### src/rtl/serial_word_deserializer.sv
// MSB-first framed serial-to-parallel receiver with a one-entry valid/ready output buffer; word_valid rises 1 cycle after the final bit.
// A completed word that finds the buffer full is dropped and sets sticky overrun; `define PARITY_CHECK_EN adds a trailing even-parity bit.
module serial_word_deserializer #(
  parameter int WIDTH = 16,
  parameter int CNT_W = 5
) (
  input  logic             clk,
  input  logic             rst,
  input  logic             clear,
  input  logic             sin_valid,
  input  logic             sin_data,
  input  logic             sin_start,
  output logic [WIDTH-1:0] word_data,
  output logic             word_valid,
  input  logic             word_ready,
  output logic             overrun,
  output logic             word_perr
);

  typedef enum logic [1:0] {
    IDLE,
    SHIFT
`ifdef PARITY_CHECK_EN
    ,
    PARITY
`endif
  } state_t;

  localparam logic [CNT_W-1:0] CNT_ONE  = CNT_W'(1);
  localparam logic [CNT_W-1:0] CNT_LAST = CNT_W'(WIDTH - 1);

  state_t           state_q, state_d;
  logic [WIDTH-1:0] shift_q, shift_d;
  logic [CNT_W-1:0] cnt_q, cnt_d;
  logic [WIDTH-1:0] word_q, word_d;
  logic             vld_q, vld_d;
  logic             ovr_q, ovr_d;
  logic [WIDTH-1:0] shift_in;
  logic             done;
  logic             buf_free;
`ifdef PARITY_CHECK_EN
  logic             perr_q, perr_d;
  logic             perr_new;
`endif

  assign shift_in = {shift_q[WIDTH-2:0], sin_data};
  assign buf_free = !vld_q || word_ready;

  always_comb begin
    state_d  = state_q;
    shift_d  = shift_q;
    cnt_d    = cnt_q;
    done     = 1'b0;
`ifdef PARITY_CHECK_EN
    perr_new = 1'b0;
`endif
    case (state_q)
      IDLE: begin
        if (sin_valid && sin_start) begin
          shift_d = shift_in;
          cnt_d   = CNT_ONE;
          state_d = SHIFT;
        end
      end
      SHIFT: begin
        if (sin_valid) begin
          shift_d = shift_in;
          if (sin_start) begin
            cnt_d = CNT_ONE;
          end else if (cnt_q == CNT_LAST) begin
            cnt_d = '0;
`ifdef PARITY_CHECK_EN
            state_d = PARITY;
`else
            state_d = IDLE;
            done    = 1'b1;
`endif
          end else begin
            cnt_d = cnt_q + CNT_ONE;
          end
        end
      end
`ifdef PARITY_CHECK_EN
      PARITY: begin
        if (sin_valid) begin
          if (sin_start) begin
            shift_d = shift_in;
            cnt_d   = CNT_ONE;
            state_d = SHIFT;
          end else begin
            // parity bit is checked but never enters the data word
            done     = 1'b1;
            perr_new = (^shift_q) ^ sin_data;
            state_d  = IDLE;
          end
        end
      end
`endif
      default: state_d = IDLE;
    endcase
  end

  // shift_d equals the finished word in every state that can raise done
  always_comb begin
    word_d = word_q;
    vld_d  = vld_q;
    ovr_d  = ovr_q;
`ifdef PARITY_CHECK_EN
    perr_d = perr_q;
`endif
    if (done) begin
      if (buf_free) begin
        word_d = shift_d;
        vld_d  = 1'b1;
`ifdef PARITY_CHECK_EN
        perr_d = perr_new;
`endif
      end else begin
        ovr_d = 1'b1;
      end
    end else if (vld_q && word_ready) begin
      vld_d = 1'b0;
    end
  end

  always_ff @(posedge clk) begin
    if (rst || clear) begin
      state_q <= IDLE;
      shift_q <= '0;
      cnt_q   <= '0;
      word_q  <= '0;
      vld_q   <= 1'b0;
      ovr_q   <= 1'b0;
`ifdef PARITY_CHECK_EN
      perr_q  <= 1'b0;
`endif
    end else begin
      state_q <= state_d;
      shift_q <= shift_d;
      cnt_q   <= cnt_d;
      word_q  <= word_d;
      vld_q   <= vld_d;
      ovr_q   <= ovr_d;
`ifdef PARITY_CHECK_EN
      perr_q  <= perr_d;
`endif
    end
  end

  assign word_data  = word_q;
  assign word_valid = vld_q;
  assign overrun    = ovr_q;
`ifdef PARITY_CHECK_EN
  assign word_perr  = perr_q;
`else
  assign word_perr  = 1'b0;
`endif

endmodule

### config.mk
export PLATFORM = sky130hd
export DESIGN_NAME = serial_word_deserializer
export DESIGN_NICKNAME = d
export VERILOG_FILES = /design/src/rtl/serial_word_deserializer.sv
export SDC_FILE = /design/constraint.sdc
export NUM_CORES = 1
export LEC_CHECK = 0
export BUFFER_PORTS_ARGS = -buffer_cell sky130_fd_sc_hd__buf_4
export CORE_ASPECT_RATIO = 2
export CORE_MARGIN = 3
export CORE_UTILIZATION = 34
export DETAILED_ROUTE_END_ITERATION = 6
export GPL_TIMING_DRIVEN = 0
export PLACE_DENSITY_LB_ADDON = 0.2
export SLEW_MARGIN = 5
export SYNTH_ARGS = -nofsm -noshare
export SYNTH_HDL_FRONTEND = slang
export SYNTH_SLANG_ARGS = --single-unit
### constraint.sdc
create_clock -name clk -period 2.95 [get_ports clk]
set_input_delay 0.59 -clock clk [delete_from_list [all_inputs] [get_ports clk]]
set_output_delay 0.59 -clock clk [all_outputs]
set_load 0.02 [all_outputs]
==> After elaboration in Yosys (flattened, before gate mapping) <==
Cells that the tools add are included.
{ "classes": {"n_reduce_logical": 13, "n_eq_ne": 7, "n_bitwise": 1, "muxes": 20, "add_sub_neg": 1} }
{ "ops": {"columns": ["cell", "count"], "rows": [
  ["2-to-1 mux 16 bit", 2],
  ["case mux 16 bit (2 select lines)", 1],
  ["2-to-1 mux 5 bit", 4],
  ["case mux 5 bit (2 select lines)", 1],
  ["2-to-1 mux 2 bit", 4],
  ["inequality test 2 bit, second input constant", 4],
  ["2-to-1 mux 1 bit", 7],
  ["AND reduction 2 bit", 3],
  ["adder 5 x 1 -> 5 bit, second input constant", 1],
  ["equality test 5 x 4 -> 1 bit, second input constant", 1],
  ["case mux 2 bit (2 select lines)", 1],
  ["AND reduction 4 bit", 1],
  ["nonzero test 2 bit", 2],
  ["AND reduction 3 bit", 1],
  ["equality test 2 x 1 -> 1 bit, second input constant", 1],
  ["logical AND 1 bit", 2],
  ["zero test 2 bit", 1],
  ["logical OR 1 bit", 2],
  ["inequality test 2 x 1 -> 1 bit, second input constant", 1],
  ["zero test 1 bit", 1],
  ["inverter 1 bit", 1]
]} }
{ "totals": {"word_cells": 48, "out_inout_bits": 19, "ff_bits": 41, "in_bits": 7} }

==> Depth between registers and ports, before layout <==
Gate-level depths: netlist of the first run.
{ "logic_depth": {"word_depth": 7, "depth_mapped": 6, "ltp_nobuf": 4} }

==> Least setup slack after synthesis of the first run <==
Ideal clock, no wire load.
{ "synth_path": {"path_kind": "input port to flip-flop", "startpoint": "in sin_valid", "endpoint": "reg word_q[14], in the netlist word_data[14]", "t_arrival_ns": 1.538, "path_slack_ns": 1.342, "cell_stages": 6, "path_cell_list": "buf_2 -> and3b_1 -> buf_6 -> a31oi_4 -> buf_6 -> o2bb2ai_1"} }
{ "synth_between": {"elab_chain_len": 3, "elab_cells_between_ends": 7, "cone_classes": "mux (5); reduce/logical (2)"} }
{ "synth_rtl": {"columns": ["item", "line_no", "text"], "rows": [
  ["from (decl)", "10", "input logic sin_valid,"],
  ["logical AND 1 bit or 2-to-1 mux 1 bit (tied branches)", "59, 66", null],
  ["2-to-1 mux 16 bit or 2-to-1 mux 1 bit (tied branches)", "59, 57", null],
  ["case mux 16 bit (2 select lines) or AND reduction 2 bit (tied branches)", null, null],
  ["to (signal assigned)", "141", "word_q <= word_d;"],
  ["to (decl)", "35", "logic [WIDTH-1:0] word_q, word_d;"]
]} }
Several ways; a longest one is shown, not always the timed one.
A chain may end at the register's enable or synchronous reset.

==> Final worst setup path of the first run <==
{ "layout_path": {"startpoint": "reg cnt_q[0]", "endpoint": "reg word_q[14], in the netlist word_data[14]"} }
{ "layout_between": {"elab_chain_len": 6} }
{ "layout_rtl": {"columns": ["item", "line_no", "text"], "rows": [
  ["from (decl)", "34", "logic [CNT_W-1:0] cnt_q, cnt_d;"],
  ["from (signal assigned)", "140", "cnt_q <= cnt_d;"],
  ["equality test 5 x 4 -> 1 bit", "70", "end else if (cnt_q == CNT_LAST) begin"],
  ["2-to-1 mux 1 bit", "70", null],
  ["2-to-1 mux 1 bit", "68", "if (sin_start) begin"],
  ["2-to-1 mux 1 bit", "66", "if (sin_valid) begin"],
  ["2-to-1 mux 1 bit", "57", "case (state_q)"],
  ["AND reduction 2 bit (no source line)", null, null]
]} }
Every way passes these cells.

==> flow_summary.json, run 1 <==
{
  "clk_pin_slew_worst_paths_ns": 0.08,
  "period_share": 0.560,
  "crit_start": "cnt_q[0]",
  "final_cell_mix": "dfxtp_1 (40), buf_4 (25), nor2_1 (20)",
  "cts_setup_buffers": 0,
  "dpl-instance-area_um2": 1730,
  "cp.required_ns": 3.17,
  "dp_hpwl_mm": 2.25,
  "multiInputGateArea_um2": 626,
  "coreArea_um2": 4170,
  "final_common_cell": "dfxtp_1",
  "final_net_count": 172,
  "grt_pass1_vias": 1170,
  "drt_iter0_drc": 19,
  "whs_ns": 0.451,
  "die_h_um": 99.8,
  "worst_slack_ns": 1.30,
  "globalplace.congestion": 0.710,
  "grt_max_degree": 14,
  "placedCellCount": 209,
  "timing.setup.tns_ns": 0,
  "htreeDepth": 2,
  "antenna_found_initial": 0,
  "rows": 33,
  "holdCritPathClass": "register to register",
  "cts_inserted_buffers": 5,
  "cts_tree": "built",
  "post-place-ws_ns": 1.08,
  "powerDensity_nw_per_um2": 558,
  "path_max_fanout": 10,
  "synthTopCellsByArea": "dfxtp_1 (54%), mux2i_1 (11%), o2bb2ai_1 (8.8%)",
  "ys_ff_latch": 40,
  "cts_resized": 0,
  "fmax_mhz": 605,
  "crit_path_start_kind": "register",
  "p_leak_nw": 0.750,
  "design_area_um2": 1840,
  "ff_latch_area_um2": 801,
  "hold_viol": 0,
  "diodes": 0,
  "rrSetupSlack_ns": 1.30,
  "rr_worst_depth": 5,
  "cts_hold_buf": 0,
  "drc_errors": 0,
  "setup_violations": 0,
  "synth_area_um2": 1500,
  "timing.rr.end": "word_data[14]",
  "insertion_delay_ns": 0.28,
  "routed_wl_mm": 2.97,
  "hold_path.startpoint": "cnt_q[4]",
  "postSynthAreaPerCell_um2": 11.2,
  "critical_path_arrival_ns": 1.87,
  "n_fill_cell": 431,
  "seq_area_frac_synth": 0.536,
  "ys_warn_count": 0,
  "slew_viol_final": 0,
  "grt_overflow": 0,
  "clk_path_buf_depth": 2,
  "grt_pass1_wl_mm": 5.24,
  "critPathKind": "register to register",
  "start_util": 0.359,
  "rsz0062_at_grt": "false",
  "pin_count": 26,
  "drive_gt1_frac": 0.255,
  "final_util": 0.442,
  "dieWidth_um": 52.9,
  "finalPower_mw": 1.03,
  "vias": 1094,
  "postSynthCellCount": 134,
  "status": "complete, no violations",
  "ir_drop_mv": 0.287,
  "maxCapViolCount": 0,
  "track_usage": 0.131,
  "die_area_um2": 5280,
  "synth_top_area_share": 0.536,
  "wl_per_cell_um": 13.7,
  "syn_to_final_growth_pct": 23.3,
  "final_cells": 217,
  "syn_nets": 142,
  "end_kind": "register",
  "drtAntennaViolNets": 0,
  "min_period_ns": 1.65,
  "synth_top_area_cell": "dfxtp_1",
  "synth.distinct_cells": 31,
  "dr.pass1.iters": 4,
  "r2r_start": "cnt_q[0]",
  "clock-sinks": 40,
  "crit_end": "word_data[14]",
  "io_buffers": 23,
  "vias_per_cell": 5.04,
  "root_buffer": "clkbuf_8",
  "clock_skew_ns": 0.00430
}
==> sequential cells by signal (all words and copies together), names as in the netlist <==
register / cells
word_data: 16
word_valid: 1
overrun: 1
shift_q: 16
state_q: 1
cnt_q: 5
==> logic make-up (layout without fill, tap and decap cells) <==
group                      count (synthesis)  count (layout)  synth area share
adders and majority gates                  1               1           0.00837
other                                      1               1           0.00251
DFF                                       40              40             0.536
buffers and inverters                     10              41            0.0460
muxes                                     16              16             0.107
AOI/OAI and AO/OA                         31              31             0.177
and+or+nand+nor                           35              35             0.123
==> cells in the mapped netlist <==
library cell,number
a311oi_1,2
mux2i_1,16
a21oi_1,4
a31oi_4,1
nand4_4,1
inv_1,1
a41oi_1,1
and4b_2,1
buf_2,1
o21a_1,1
clkbuf_1,3
a41o_1,1
nand2_1,4
o2bb2ai_2,1
dfxtp_1,40
a22oi_1,1
nor2_1,20
o21ai_2,1
and3b_1,1
o2bb2ai_1,15
or2_1,1
nand4b_1,2
nor2b_1,1
a31oi_1,2
conb_1,1
nand3_1,2
o21ai_0,1
buf_4,2
ha_1,1
buf_6,3
nand2b_1,2
==> worst min-delay path by stage <==
stage	to	slack (ns)	cells past startpoint
2_1_floorplan	cnt_q[4]	0.42	2
3_3_place_gp	cnt_q[4]	0.44	2
3_5_place_dp	cnt_q[4]	0.45	2
4_1_cts	cnt_q[4]	0.45	2
5_1_grt	cnt_q[4]	0.48	2
6_report	cnt_q[4]	0.45	2
==> critical path: stages (launching register included) <==
cell	delay (ns)
dfxtp_1	0.41
ha_1	0.26
and4b_2	0.35
nand4_4	0.18
buf_4	0.23
o2bb2ai_1	0.15
==> metal layers <==
layer	vias to the layer above	GRT usage	share of wire	wire length (um)
met2	30	0.226	0.54	1590
met3	6	0.0357	0.049	145
li1	545	-	-	-
met1	513	0.143	0.39	1170
met5	-	0	0	0
met4	0	0.0591	0.020	59
==> layout make-up <==
cell class,count,area share
buffer,9,0.0353
clock buffer,5,0.0373
clock inverter,3,0.0231
inverter,1,0.00204
multi-input combinational,84,0.339
sequential,40,0.434
tap,52,0.0353
timing repair buffer,23,0.0936
==> power by group <==
group          switching (mW)  internal [mW]  total (mW)
Sequential            0.00182          0.541       0.543
Clock                   0.191          0.250       0.441
Combinational          0.0259         0.0194      0.0454
(Power assumes the default switching activity.)
==> run 2: changes to the inputs <==
==> constraint.sdc (replaced) <==
create_clock -name clk -period 1.69 [get_ports clk]
set_input_delay 0.338 -clock clk [delete_from_list [all_inputs] [get_ports clk]]
set_output_delay 0.338 -clock clk [all_outputs]
set_load 0.02 [all_outputs]
==> run 2 against run 1 <==
- critical path depth unchanged
- combinational power increased by 74%
- critical path type unchanged
- die area unchanged
- highest routed layer unchanged
- sequential power increased by 74%
- wire length about the same
- maximum frequency increased by 6.1%
==> flow_summary.json, run 2 (synthesis results as in run 1) <==
{
  "dp_hpwl_mm": 2.25,
  "clock_skew_ns": 0.00366,
  "rrSetupSlack_ns": 0.13,
  "comb_power_share": 0.044,
  "ir_drop_mv": 0.501,
  "insertion_delay_ns": 0.28,
  "cts_inserted_buffers": 5,
  "cp.required_ns": 1.91,
  "end_kind": "register",
  "die_area_um2": 5280,
  "powerDensity_nw_per_um2": 967,
  "clock-sinks": 40,
  "pin_count": 26,
  "dieWidth_um": 52.9,
  "root_buffer": "clkbuf_8",
  "grt_pass1_vias": 1170,
  "vias": 1091,
  "antenna_found_initial": 0,
  "start_util": 0.359,
  "path_max_fanout": 10,
  "swShare": 0.212,
  "slew_viol_final": 0,
  "r2r_start": "cnt_q[1]",
  "grt_overflow": 0,
  "routed_wl_mm": 2.97,
  "final_common_cell": "dfxtp_1",
  "critical_path_arrival_ns": 1.77,
  "grt_pass1_wl_mm": 5.24,
  "sequentialPowerShare": 0.528,
  "grt_max_degree": 14,
  "p_leak_nw": 0.753,
  "timing.setup.tns_ns": 0,
  "crit_slowest_cell": "dfxtp_1",
  "drc_errors": 0,
  "diodes": 0,
  "crit_path_start_kind": "register",
  "holdPathEnd": "shift_q[0]",
  "critPathKind": "register to register",
  "status": "complete, no violations",
  "hold_viol": 0,
  "syn_to_final_growth_pct": 24.1,
  "ff_latch_area_um2": 802,
  "cts_tree": "built",
  "htreeDepth": 2,
  "die_h_um": 99.8,
  "dr.pass1.iters": 4,
  "final_util": 0.445,
  "timing.rr.end": "word_data[14]",
  "min_period_ns": 1.56,
  "wl_per_cell_um": 13.6,
  "switchingPower_mw": 0.380,
  "drtAntennaViolNets": 0,
  "globalplace.congestion": 0.710,
  "cts_hold_buf": 0,
  "hold_path.startpoint": "sin_data",
  "io_buffers": 23,
  "drt_iter0_drc": 19,
  "post-place-ws_ns": 0.0382,
  "clk_pin_slew_worst_paths_ns": 0.08,
  "rr_worst_depth": 5,
  "vias_per_cell": 5.00,
  "min_path_cells": 3,
  "rows": 33,
  "slowest_delay_ns": 0.38,
  "n_fill_cell": 428,
  "maxCapViolCount": 0,
  "clk_path_buf_depth": 2,
  "final_cell_mix": "dfxtp_1 (39), buf_4 (26), nor2_1 (20)",
  "rsz0062_at_grt": "false",
  "drive_gt1_frac": 0.271,
  "design_area_um2": 1860,
  "period_share": 0.922,
  "coreArea_um2": 4170,
  "multiInputGateArea_um2": 628,
  "holdCritPathClass": "primary input to register",
  "setup_violations": 0,
  "cp_cell_sequence": "ha_2 > and4b_2 > nand4_4 > buf_4 > o2bb2ai_1",
  "worst_slack_ns": 0.132,
  "fmax_mhz": 642,
  "dpl-instance-area_um2": 1730,
  "intPower_mw": 1.41,
  "track_usage": 0.131,
  "final_net_count": 173,
  "p_clk_frac": 0.428
}
run 2: power groups by stage:
stage	combinational, mW	clock (mW)	sequential [mW]
after floorplan	0.0570	0	0.968
after global placement	0.0797	0	0.969
after detailed placement	0.0808	0	0.969
after CTS	0.0811	0.798	0.947
after global routing	0.0870	0.830	0.948
final	0.0792	0.768	0.947
run 2: how the worst max path moves through the flow:
| stage | cells after the start | start | slack, ns | to |
|---|---|---|---|---|
| 6_report | 5 | cnt_q[1] | 0.13 | word_data[14] |
| 3_5_place_dp | 5 | cnt_q[0] | 0.04 | word_data[14] |
| 3_3_place_gp | 5 | cnt_q[0] | 0.09 | word_data[12] |
| 4_1_cts | 5 | cnt_q[0] | 0.02 | word_data[14] |
| 5_1_grt | 4 | state_q[0] | 0.03 | shift_q[5] |
| 2_1_floorplan | 5 | cnt_q[0] | 0.27 | word_data[14] |
run 2: what timing repair did:
item	CTS	global route
setup buffers	0	1
hold endpoints to repair	0	0
resized for setup	0	2
setup endpoints to repair	0	11
run 2: stage by stage:
stage	power (mW)	hold WS [ns]	std cells
floorplan	1.03	0.415	134
global placement	1.05	0.437	209
detailed placement	1.05	0.445	209
CTS	1.83	0.313	217
global route	1.86	0.331	218
finish	1.79	0.321	218
run 2: critical path: cells and delay by family, from the launching register on:
kind,cells,cell delay (ns)
and+or+nand+nor,2,0.49
buffers and inverters,1,0.22
AOI/OAI and AO/OA,1,0.15
DFF,1,0.38
adders and majority gates,1,0.23
run 2: cell type report:
class / count / area share
Sequential cell: 40 / 0.432
Clock inverter: 3 / 0.0229
Buffer: 9 / 0.0351
Inverter: 1 / 0.00202
Tap cell: 52 / 0.0351
Timing Repair Buffer: 24 / 0.0971
Clock buffer: 5 / 0.0371
Multi-Input combinational cell: 84 / 0.339
run 2: metal layers:
layer	track usage	wire, um	share of wire	vias to the layer above
li1	-	-	-	547
met1	0.143	1170	0.39	512
met2	0.226	1610	0.54	26
met3	0.0357	137	0.046	6
met4	0.0591	59	0.020	0
met5	0	0	0	-
